**src/rtl/uart_pkg.sv**
```systemverilog
// ----------------------------------------------------------------------------
// uart_pkg
// Shared definitions for the UART/IrDA receive path.
//   - rx_state_t   : receive FSM state encoding (3-bit)
//   - DEFAULT_DATA_BITS : default number of data bits per frame
//   - HALF_BIT / FULL_BIT : baud generator terminal counts (50 MHz, 9600 baud),
//                           shared with the baud generator
// ----------------------------------------------------------------------------
package uart_pkg;

    localparam int unsigned DEFAULT_DATA_BITS = 8;

    localparam logic [12:0] HALF_BIT = 13'hA2B;
    localparam logic [12:0] FULL_BIT = 13'h1457;

    typedef enum logic [2:0] {
        IDLE   = 3'd0,
        START  = 3'd1,
        DATA   = 3'd2,
        PARITY = 3'd3,
        STOP   = 3'd4
    } rx_state_t;

endpackage : uart_pkg

```
**src/rtl/uart_rx_sync.sv**
```systemverilog
// ----------------------------------------------------------------------------
// uart_rx_sync
// Multi-flop synchroniser for the raw serial input. All flops reset to 1 so
// the line looks idle (high) while reset is asserted and straight after it.
// Ports:
//   i_clk    in   system clock
//   i_rst_n  in   asynchronous active-low reset
//   i_async  in   raw asynchronous serial line
//   o_sync   out  synchronised line (after SYNC_STAGES flops)
// ----------------------------------------------------------------------------
module uart_rx_sync
    import uart_pkg::*;
#(
    parameter int unsigned SYNC_STAGES = 2
) (
    input  logic i_clk,
    input  logic i_rst_n,
    input  logic i_async,
    output logic o_sync
);

    logic [SYNC_STAGES-1:0] r_sync;

    always_ff @(posedge i_clk or negedge i_rst_n) begin
        if (!i_rst_n) begin
            r_sync <= '1;
        end else begin
            r_sync <= {r_sync[SYNC_STAGES-2:0], i_async};
        end
    end

    assign o_sync = r_sync[SYNC_STAGES-1];

endmodule : uart_rx_sync

```
**src/rtl/uart_rx_controller.sv**
```systemverilog
// ----------------------------------------------------------------------------
// uart_rx_controller
// Receive sequencer for the UART/IrDA path. Detects the start bit, enables
// the baud generator, samples each bit on the generator's mid-bit strobe,
// assembles the frame LSB first and presents it through a valid/ack
// holding register.
//
// Optional feature macro: UART_RX_PARITY_EN
//   defined   : PARITY state between DATA and STOP, even parity checked,
//               parity_error pulses at the stop-bit sample on mismatch.
//   undefined : no parity bit in the frame, parity_error tied to 0.
//
// Ports:
//   clock            in   system clock
//   reset            in   asynchronous active-low reset
//   rx_in            in   raw serial line, idle high
//   half_bit_sample  in   baud generator mid-bit strobe (1 cycle)
//   full_baud        in   baud generator end-of-bit strobe (1 cycle)
//   baud_enable      out  runs the baud generator (low clears its count)
//   rx_data          out  received byte, held while rx_valid=1
//   rx_valid         out  byte available
//   rx_ack           in   consumer accepts byte
//   busy             out  frame in progress
//   framing_error    out  1-cycle pulse: stop bit sampled low
//   overrun_error    out  1-cycle pulse: frame completed while byte unread
//   parity_error     out  1-cycle pulse: parity mismatch
// ----------------------------------------------------------------------------
module uart_rx_controller
    import uart_pkg::*;
#(
    parameter int unsigned DATA_BITS   = DEFAULT_DATA_BITS,
    parameter int unsigned SYNC_STAGES = 2
) (
    input  logic                 clock,
    input  logic                 reset,
    input  logic                 rx_in,
    input  logic                 half_bit_sample,
    input  logic                 full_baud,
    output logic                 baud_enable,
    output logic [DATA_BITS-1:0] rx_data,
    output logic                 rx_valid,
    input  logic                 rx_ack,
    output logic                 busy,
    output logic                 framing_error,
    output logic                 overrun_error,
    output logic                 parity_error
);

    localparam int unsigned CNT_W = $clog2(DATA_BITS + 1);
    localparam logic [CNT_W-1:0] LAST_CNT = CNT_W'(DATA_BITS);

    // ------------------------------------------------------------------
    // Input synchroniser
    // ------------------------------------------------------------------
    logic w_rx_s;

    uart_rx_sync #(
        .SYNC_STAGES (SYNC_STAGES)
    ) u_sync (
        .i_clk   (clock),
        .i_rst_n (reset),
        .i_async (rx_in),
        .o_sync  (w_rx_s)
    );

    // ------------------------------------------------------------------
    // State and datapath registers
    // ------------------------------------------------------------------
    rx_state_t            r_state;
    logic [DATA_BITS-1:0] r_shift;
    logic [CNT_W-1:0]     r_bit_cnt;
    logic [DATA_BITS-1:0] r_data;
    logic                 r_valid;
    logic                 r_baud_en;
    logic                 r_busy;
    logic                 r_fe;
    logic                 r_oe;
    logic                 r_pe;

    rx_state_t            w_state;
    logic [DATA_BITS-1:0] w_shift;
    logic [CNT_W-1:0]     w_bit_cnt;
    logic [DATA_BITS-1:0] w_data;
    logic                 w_valid;
    logic                 w_fe;
    logic                 w_oe;
    logic                 w_pe;
    logic                 w_deliver;

`ifdef UART_RX_PARITY_EN
    logic r_par_bad;
    logic w_par_bad;
`endif

    always_ff @(posedge clock or negedge reset) begin
        if (!reset) begin
            r_state   <= IDLE;
            r_shift   <= '0;
            r_bit_cnt <= '0;
            r_data    <= '0;
            r_valid   <= 1'b0;
            r_baud_en <= 1'b0;
            r_busy    <= 1'b0;
            r_fe      <= 1'b0;
            r_oe      <= 1'b0;
            r_pe      <= 1'b0;
`ifdef UART_RX_PARITY_EN
            r_par_bad <= 1'b0;
`endif
        end else begin
            r_state   <= w_state;
            r_shift   <= w_shift;
            r_bit_cnt <= w_bit_cnt;
            r_data    <= w_data;
            r_valid   <= w_valid;
            // Both track the next state so they drop in the same edge that
            // returns the FSM to IDLE (false start, end of stop bit).
            r_baud_en <= (w_state != IDLE);
            r_busy    <= (w_state != IDLE);
            r_fe      <= w_fe;
            r_oe      <= w_oe;
            r_pe      <= w_pe;
`ifdef UART_RX_PARITY_EN
            r_par_bad <= w_par_bad;
`endif
        end
    end

    // ------------------------------------------------------------------
    // Next-state / datapath logic
    // ------------------------------------------------------------------
    always_comb begin
        w_state   = r_state;
        w_shift   = r_shift;
        w_bit_cnt = r_bit_cnt;
        w_data    = r_data;
        w_valid   = r_valid;
        w_fe      = 1'b0;
        w_oe      = 1'b0;
        w_pe      = 1'b0;
        w_deliver = 1'b0;
`ifdef UART_RX_PARITY_EN
        w_par_bad = r_par_bad;
`endif

        if (rx_ack && r_valid) begin
            w_valid = 1'b0;
        end

        // half_bit_sample is checked first everywhere, so a simultaneous
        // full_baud is dropped.
        case (r_state)
            IDLE: begin
                if (!w_rx_s) begin
                    w_state = START;
                end
            end

            START: begin
                if (half_bit_sample) begin
                    if (w_rx_s) begin
                        w_state = IDLE;
                    end
                end else if (full_baud) begin
                    w_state   = DATA;
                    w_bit_cnt = '0;
`ifdef UART_RX_PARITY_EN
                    w_par_bad = 1'b0;
`endif
                end
            end

            DATA: begin
                if (half_bit_sample) begin
                    if (r_bit_cnt != LAST_CNT) begin
                        w_shift   = {w_rx_s, r_shift[DATA_BITS-1:1]};
                        w_bit_cnt = r_bit_cnt + CNT_W'(1);
                    end
                end else if (full_baud && (r_bit_cnt == LAST_CNT)) begin
`ifdef UART_RX_PARITY_EN
                    w_state = PARITY;
`else
                    w_state = STOP;
`endif
                end
            end

`ifdef UART_RX_PARITY_EN
            PARITY: begin
                if (half_bit_sample) begin
                    w_par_bad = (w_rx_s != (^r_shift));
                end else if (full_baud) begin
                    w_state = STOP;
                end
            end
`endif

            STOP: begin
                if (half_bit_sample) begin
                    w_state = IDLE;
                    w_fe    = ~w_rx_s;
`ifdef UART_RX_PARITY_EN
                    w_pe      = r_par_bad;
                    w_deliver = w_rx_s & ~r_par_bad;
`else
                    w_deliver = w_rx_s;
`endif
                end
            end

            default: begin
                w_state = IDLE;
            end
        endcase

        // Same-cycle ack frees the holding register for the new byte.
        if (w_deliver) begin
            if (!r_valid || rx_ack) begin
                w_data  = r_shift;
                w_valid = 1'b1;
            end else begin
                w_oe = 1'b1;
            end
        end
    end

    // ------------------------------------------------------------------
    // Outputs
    // ------------------------------------------------------------------
    assign baud_enable   = r_baud_en;
    assign busy          = r_busy;
    assign rx_data       = r_data;
    assign rx_valid      = r_valid;
    assign framing_error = r_fe;
    assign overrun_error = r_oe;
`ifdef UART_RX_PARITY_EN
    assign parity_error  = r_pe;
`else
    assign parity_error  = 1'b0;
`endif

endmodule : uart_rx_controller

```
**config.mk**
```make
export PLATFORM = sky130hd
export DESIGN_NAME = uart_rx_controller
export DESIGN_NICKNAME = d
export VERILOG_FILES = /design/src/rtl/uart_pkg.sv /design/src/rtl/uart_rx_sync.sv /design/src/rtl/uart_rx_controller.sv
export SDC_FILE = /design/constraint.sdc
export NUM_CORES = 1
export LEC_CHECK = 0
export ABC_AREA = 0
export CAP_MARGIN = 20
export CELL_PAD_IN_SITES_DETAIL_PLACEMENT = 0
export CELL_PAD_IN_SITES_GLOBAL_PLACEMENT = 1
export CORE_UTILIZATION = 42
export CTS_BUF_LIST = sky130_fd_sc_hd__clkbuf_16
export DETAILED_ROUTE_END_ITERATION = 10
export GPL_ROUTABILITY_DRIVEN = 0
export PLACE_DENSITY = 0.74
export SYNTH_ARGS = -nofsm -noshare
export SYNTH_HDL_FRONTEND = slang
export SYNTH_SLANG_ARGS = --single-unit
```
**constraint.sdc**
```tcl
create_clock -name clock -period 1.9 [get_ports clock]
set_clock_uncertainty 0.15 [all_clocks]
set_input_delay 0.285 -clock clock [delete_from_list [all_inputs] [get_ports clock]]
set_output_delay 0.285 -clock clock [all_outputs]
set_load 0.01 [all_outputs]
```
# --- Word level (Yosys, flattened, before mapping) ---
# Index checks and enable logic that the tools add are counted.
# Widths: inputs -> output; s select.
totals:
  in_bits: 6
  regBits: 29
  out_inout_bits: 14
  elab_cells: 52
classes:
  n_addsub: 1
  n_mux: 22
  n_reduce_logical: 10
  n_eq_ne: 9
  bitwise_logic: 1
ops:
  columns: ["operator", "count"]
  rows:
  - ["$mux 3", 7]
  - ["$mux 4", 4]
  - ["$pmux 3 s4", 1]
  - ["$mux 1", 9]
  - ["$ne 2x2->1 const B", 4]
  - ["$pmux 4 s2", 1]
  - ["$reduce_and 5->1", 1]
  - ["$add 4x1->4 const B", 1]
  - ["$eq 4x4->1 const B", 1]
  - ["$ne 4x4->1 const B", 1]
  - ["$eq 3x1->1 const B", 1]
  - ["$eq 3x2->1 const B", 1]
  - ["$eq 3x3->1 const B", 1]
  - ["$logic_not 3->1", 1]
  - ["$reduce_and 3->1", 1]
  - ["$reduce_bool 3->1", 1]
  - ["$logic_and 1x1->1", 2]
  - ["$reduce_and 2->1", 1]
  - ["$reduce_bool 2->1", 1]
  - ["$logic_not 1->1", 1]
  - ["$logic_or 1x1->1", 1]
  - ["$not 1->1", 1]

# --- Logic depth before layout (Yosys ltp) ---
# Gate-level depths: netlist (run 1).
depth:
  word_depth: 6
  ltp_mapped: 5
  depth_no_buf: 5

# --- By module ---
# A second synthesis (run 1) with hierarchy kept.
hier_totals:
  hier_cells: 90
  area_unflattened_um2: 1253.7
by_module_without_submodules:
  columns: ["module", "seq_area_each_um2", "cells_per_inst", "instances", "area_per_inst_um2"]
  rows:
  - ["uart_rx_controller", 675.6, 88, 1, 1201.2]
  - ["uart_rx_sync", 52.6, 2, 1, 52.6]

# --- Worst setup path before layout (run 1) ---
# No wires, ideal clock.
synth_path:
  kind: "register to register"
  from: "register r_bit_cnt[0]"
  to: "register r_shift[0]"
  setup_ps: 125
  required_time_ps: 1625
  slack_ps: 390
  path_stages_with_launch: 6
  path_buffers: 0
  arrival_ps: 1235
  synth_period_minus_slack_ps: 1510
  cell_sequence: "dfrtp_1 -> inv_1 -> ha_1 -> nand3b_1 -> nand2_4 -> mux2_2"
synth_via:
  elab_chain_cells: 2
synth_rtl:
  columns: ["item", "line", "text"]
  rows:
  - ["start: declaration", "uart_rx_controller.sv:71", "logic [CNT_W-1:0] r_bit_cnt;"]
  - ["start signal: assignment", "uart_rx_controller.sv:113", "r_bit_cnt <= w_bit_cnt;"]
  - ["$ne 4x4->1", "uart_rx_controller.sv:175", "if (r_bit_cnt != LAST_CNT) begin"]
  - ["$reduce_and 3->1 (no line)", null, null]
  - ["end signal: assignment", "uart_rx_controller.sv:112", "r_shift <= w_shift;"]
  - ["end: declaration", "uart_rx_controller.sv:70", "logic [DATA_BITS-1:0] r_shift;"]
# No other way between the ends.
# A chain may end at the register's enable or synchronous reset.

# --- Final worst setup path (run 1) ---
layout_path:
  from: "register r_bit_cnt[0]"
  to: "register r_shift[3]"
# The elaborated chain is that of the path after synthesis.

==> flow_summary.rst, run 1 <==
.. list-table::
   :header-rows: 1

   * - Metric
     - Value
   * - Boundary Pins
     - 20
   * - Net count reported at finish
     - approximately 130
   * - Worst-Skew Late Latency
     - 0.27 ns
   * - Global-route wire length before repair
     - 3790 µm
   * - Count of cells along the worst hold path
     - 0
   * - Critical Path RT
     - roughly 1.9 ns
   * - Clk sink count
     - 29
   * - Maximum clock insertion buffer count
     - 2
   * - Vias in the first global route
     - just under 800
   * - # Max-Cap Violations
     - 0
   * - Via count of the routed design
     - approximately 770
   * - Antenna violation net count after detailed routing
     - 0
   * - Global router's overall resource usage
     - 16.4%
   * - Die width
     - 56.2 µm
   * - Antenna violations before repair
     - 0
   * - Most frequent cells in the layout
     - 27 x sky130_fd_sc_hd__dfrtp_1, 18 x sky130_fd_sc_hd__clkdlybuf4s50_1, 16 x sky130_fd_sc_hd__mux2_2, 5 x sky130_fd_sc_hd__o21ai_0, 5 x sky130_fd_sc_hd__clkbuf_16
   * - TritonCTS clock tree
     - built
   * - Fmax
     - a little over 600 MHz
   * - Drc violations
     - 0
   * - Total of fill cells in the finished design
     - roughly 240
   * - Starting Density
     - approximately 45%
   * - Syn Nets
     - 100
   * - HPWL after detailed placement
     - approximately 1500 µm
   * - Post-CTS setup repair buffer count
     - 0
   * - Average detailed-routed wire length per instance
     - between 10 and 15 µm
   * - Resize count post-CTS
     - 0
   * - Minimum clock period
     - around 1.6 ns
   * - Number of hold buffers added after cts
     - 0
   * - Number of max-slew violations in the final report
     - 0
   * - Number of warning messages in the yosys log
     - 0
   * - Setup violations, final
     - 0
   * - Share of cells above drive strength 1
     - 27.1%
   * - Type of the most critical hold path
     - reg -> reg
   * - Setup repair after global routing missed its margin
     - false
   * - Root Driver
     - sky130_fd_sc_hd__clkbuf_16
   * - Number of hold violations in the final report
     - 0
   * - Global-route congestion overflow total
     - 0
   * - First-pass iteration count of the detailed router
     - 2
   * - Prevailing post-synth register cell
     - sky130_fd_sc_hd__dfrtp_1
   * - Number of synthesized flops with an enable pin
     - 0
   * - Unique cell type count in the Yosys netlist
     - 31
   * - Port-buffer cells
     - 18
   * - Setup TNS
     - 0 ns
   * - Vias per cell
     - roughly 5.2
   * - Wire length reported by the detailed router
     - around 2100 µm
   * - Leakage power of the design
     - between 0.0007 and 0.0008 µW
   * - Critical path start-end classification
     - reg -> reg
   * - Area of placed instances
     - around 0.0015 mm²
   * - Power density over the cells
     - ~1100 mW/mm²
   * - Die Height
     - 56.2 µm
   * - Placed Cells
     - approximately 140
   * - Core area
     - 0.00276 mm²
   * - Run status
     - finished, final reports clean
   * - Row cnt
     - 19
   * - Maximum number of pins on one net before global-route repair
     - 30
   * - Hold Worst Slack
     - roughly 0.20 ns
   * - Number of design-rule violations left by the first detailed-router iteration
     - 11
   * - Flip-flop and latch count after synthesis
     - 29
   * - Total CTS buffers
     - 5
   * - Data arrival, critical path
     - 1.64 ns
   * - H-tree levels
     - 2
   * - Leading cell type in the layout, fill and taps excluded
     - sky130_fd_sc_hd__dfrtp_1
   * - Depth of the worst register-to-register path
     - 5
   * - Worst slack at placement
     - roughly 0.056 ns
   * - Async SR Flop Fraction
     - 100%
   * - Part of the Yosys area used for sequential elements
     - between 50% and 60%
   * - Area growth from synthesis to layout
     - 28.9%
   * - Sequential cell area
     - 728 µm²
   * - Crit end category
     - flip-flop
   * - Fin crit share
     - a little under nine tenths
   * - Total inserted antenna cells
     - 0
   * - Number of non-filler instances in the completed layout
     - ~150
   * - CP Launch Type
     - flip-flop
   * - Worst vdd rail ir drop
     - 0.944 mV
   * - Cells after synthesis
     - 92
   * - Final design area excluding fillers
     - approximately 0.0016 mm²
   * - Total standard cell area after synthesis
     - 0.00123 mm²
   * - Maximum net fanout on the critical path
     - 8
   * - Full die area
     - around 0.0032 mm²
   * - Mean instance size in the synthesized netlist
     - around 13 µm²
   * - Final worst-path setup slack
     - between 0.2 and 0.3 ns
   * - Area of the multi-input gates
     - around 480 µm²
   * - CTS clock-pin slew for the worst setup and hold paths
     - 0.05 ns
-- logic make-up after synthesis --
kind of cell               Yosys count  synth area share, %
DFF                                 29                 59.0
and+or+nand+nor                     27                 16.1
other                                1                0.304
muxes                               17                 15.4
AOI/OAI and AO/OA                   11                 4.97
buffers and inverters                5                 2.13
adders and majority gates            2                 2.03
-- through the flow --
step	utilization (%)	power, µW
2_1_floorplan	-	969
3_3_place_gp	52.7	1070
3_5_place_dp	52.7	1080
4_1_cts	57.7	1810
5_1_grt	57.7	1900
6_report	57.7	1790
-- power by group --
part	switching [µW]	internal, µW
clock network	249	470
registers	81.2	715
logic	122	149
-- flip-flops by register name (all words and copies together) (netlist names) --
signal         flops
busy               1
u_sync.r_sync      2
overrun_error      1
framing_error      1
r_shift            8
r_bit_cnt          4
r_state            3
rx_data            8
rx_valid           1
-- layout make-up --
class                           count  area share [%]
Sequential cell                    29            45.8
Multi-Input combinational cell     58            30.1
Timing Repair Buffer               20            12.3
Clock buffer                        5            7.87
Tap cell                           31            2.44
Clock inverter                      3           0.787
Inverter                            3           0.708
-- metal layers --
metal,part of all wire [%],routed length [µm],vias up,global-route usage [%]
li1,-,-,376,-
met1,46,969,371,20.8
met2,46,989,17,23.5
met3,4.7,101,7,6.98
met4,3.2,69,0,9.41
met5,0,0,-,0
-- synthesized netlist by cell type, types with 2 or more instances --
cell,instances,share of area (%)
sky130_fd_sc_hd__a21oi_1,2,0.81
sky130_fd_sc_hd__buf_4,2,1.2
sky130_fd_sc_hd__dfrtp_1,27,55
sky130_fd_sc_hd__dfstp_2,2,4.3
sky130_fd_sc_hd__ha_1,2,2.0
sky130_fd_sc_hd__inv_1,3,0.91
sky130_fd_sc_hd__mux2_2,16,15
sky130_fd_sc_hd__nand2_1,2,0.61
sky130_fd_sc_hd__nand2b_1,2,1.0
sky130_fd_sc_hd__nand3_1,4,1.6
sky130_fd_sc_hd__nand3b_1,2,1.2
sky130_fd_sc_hd__nor2_1,2,0.61
sky130_fd_sc_hd__nor2b_1,3,1.5
sky130_fd_sc_hd__o21ai_0,5,2.0
sky130_fd_sc_hd__o22ai_1,2,1.0
-- critical path: stages (launching register included) --
cell and delay (ns):
sky130_fd_sc_hd__dfrtp_1 0.39, sky130_fd_sc_hd__inv_1 0.09, sky130_fd_sc_hd__ha_1 0.17, sky130_fd_sc_hd__nand3b_1 0.18, sky130_fd_sc_hd__nand2_4 0.18, sky130_fd_sc_hd__mux2_2 0.35
-- final timing paths --
check,start,end,slack [ns]
min,u_sync.r_sync[0],u_sync.r_sync[1],0.20
max,r_bit_cnt[0],r_shift[3],0.27
min in group asynchronous,reset,r_state[2],0.25
max in group asynchronous,reset,u_sync.r_sync[0],1.04
min reg2reg,u_sync.r_sync[0],u_sync.r_sync[1],0.20
max reg2reg,r_bit_cnt[0],r_shift[3],0.27
Power figures use the tool's default switching activity.
==> run 2: changes to the inputs <==
--- a/config.mk
+++ b/config.mk
@@ -6,7 +6,7 @@
 export NUM_CORES = 1
 export LEC_CHECK = 0
 export ABC_AREA = 0
-export CAP_MARGIN = 20
+export CAP_MARGIN = 10
 export CELL_PAD_IN_SITES_DETAIL_PLACEMENT = 0
 export CELL_PAD_IN_SITES_GLOBAL_PLACEMENT = 1
 export CORE_UTILIZATION = 42
==> results of run 2 <==
No change in the layout: final DEF, timing and power equal those of run 1.
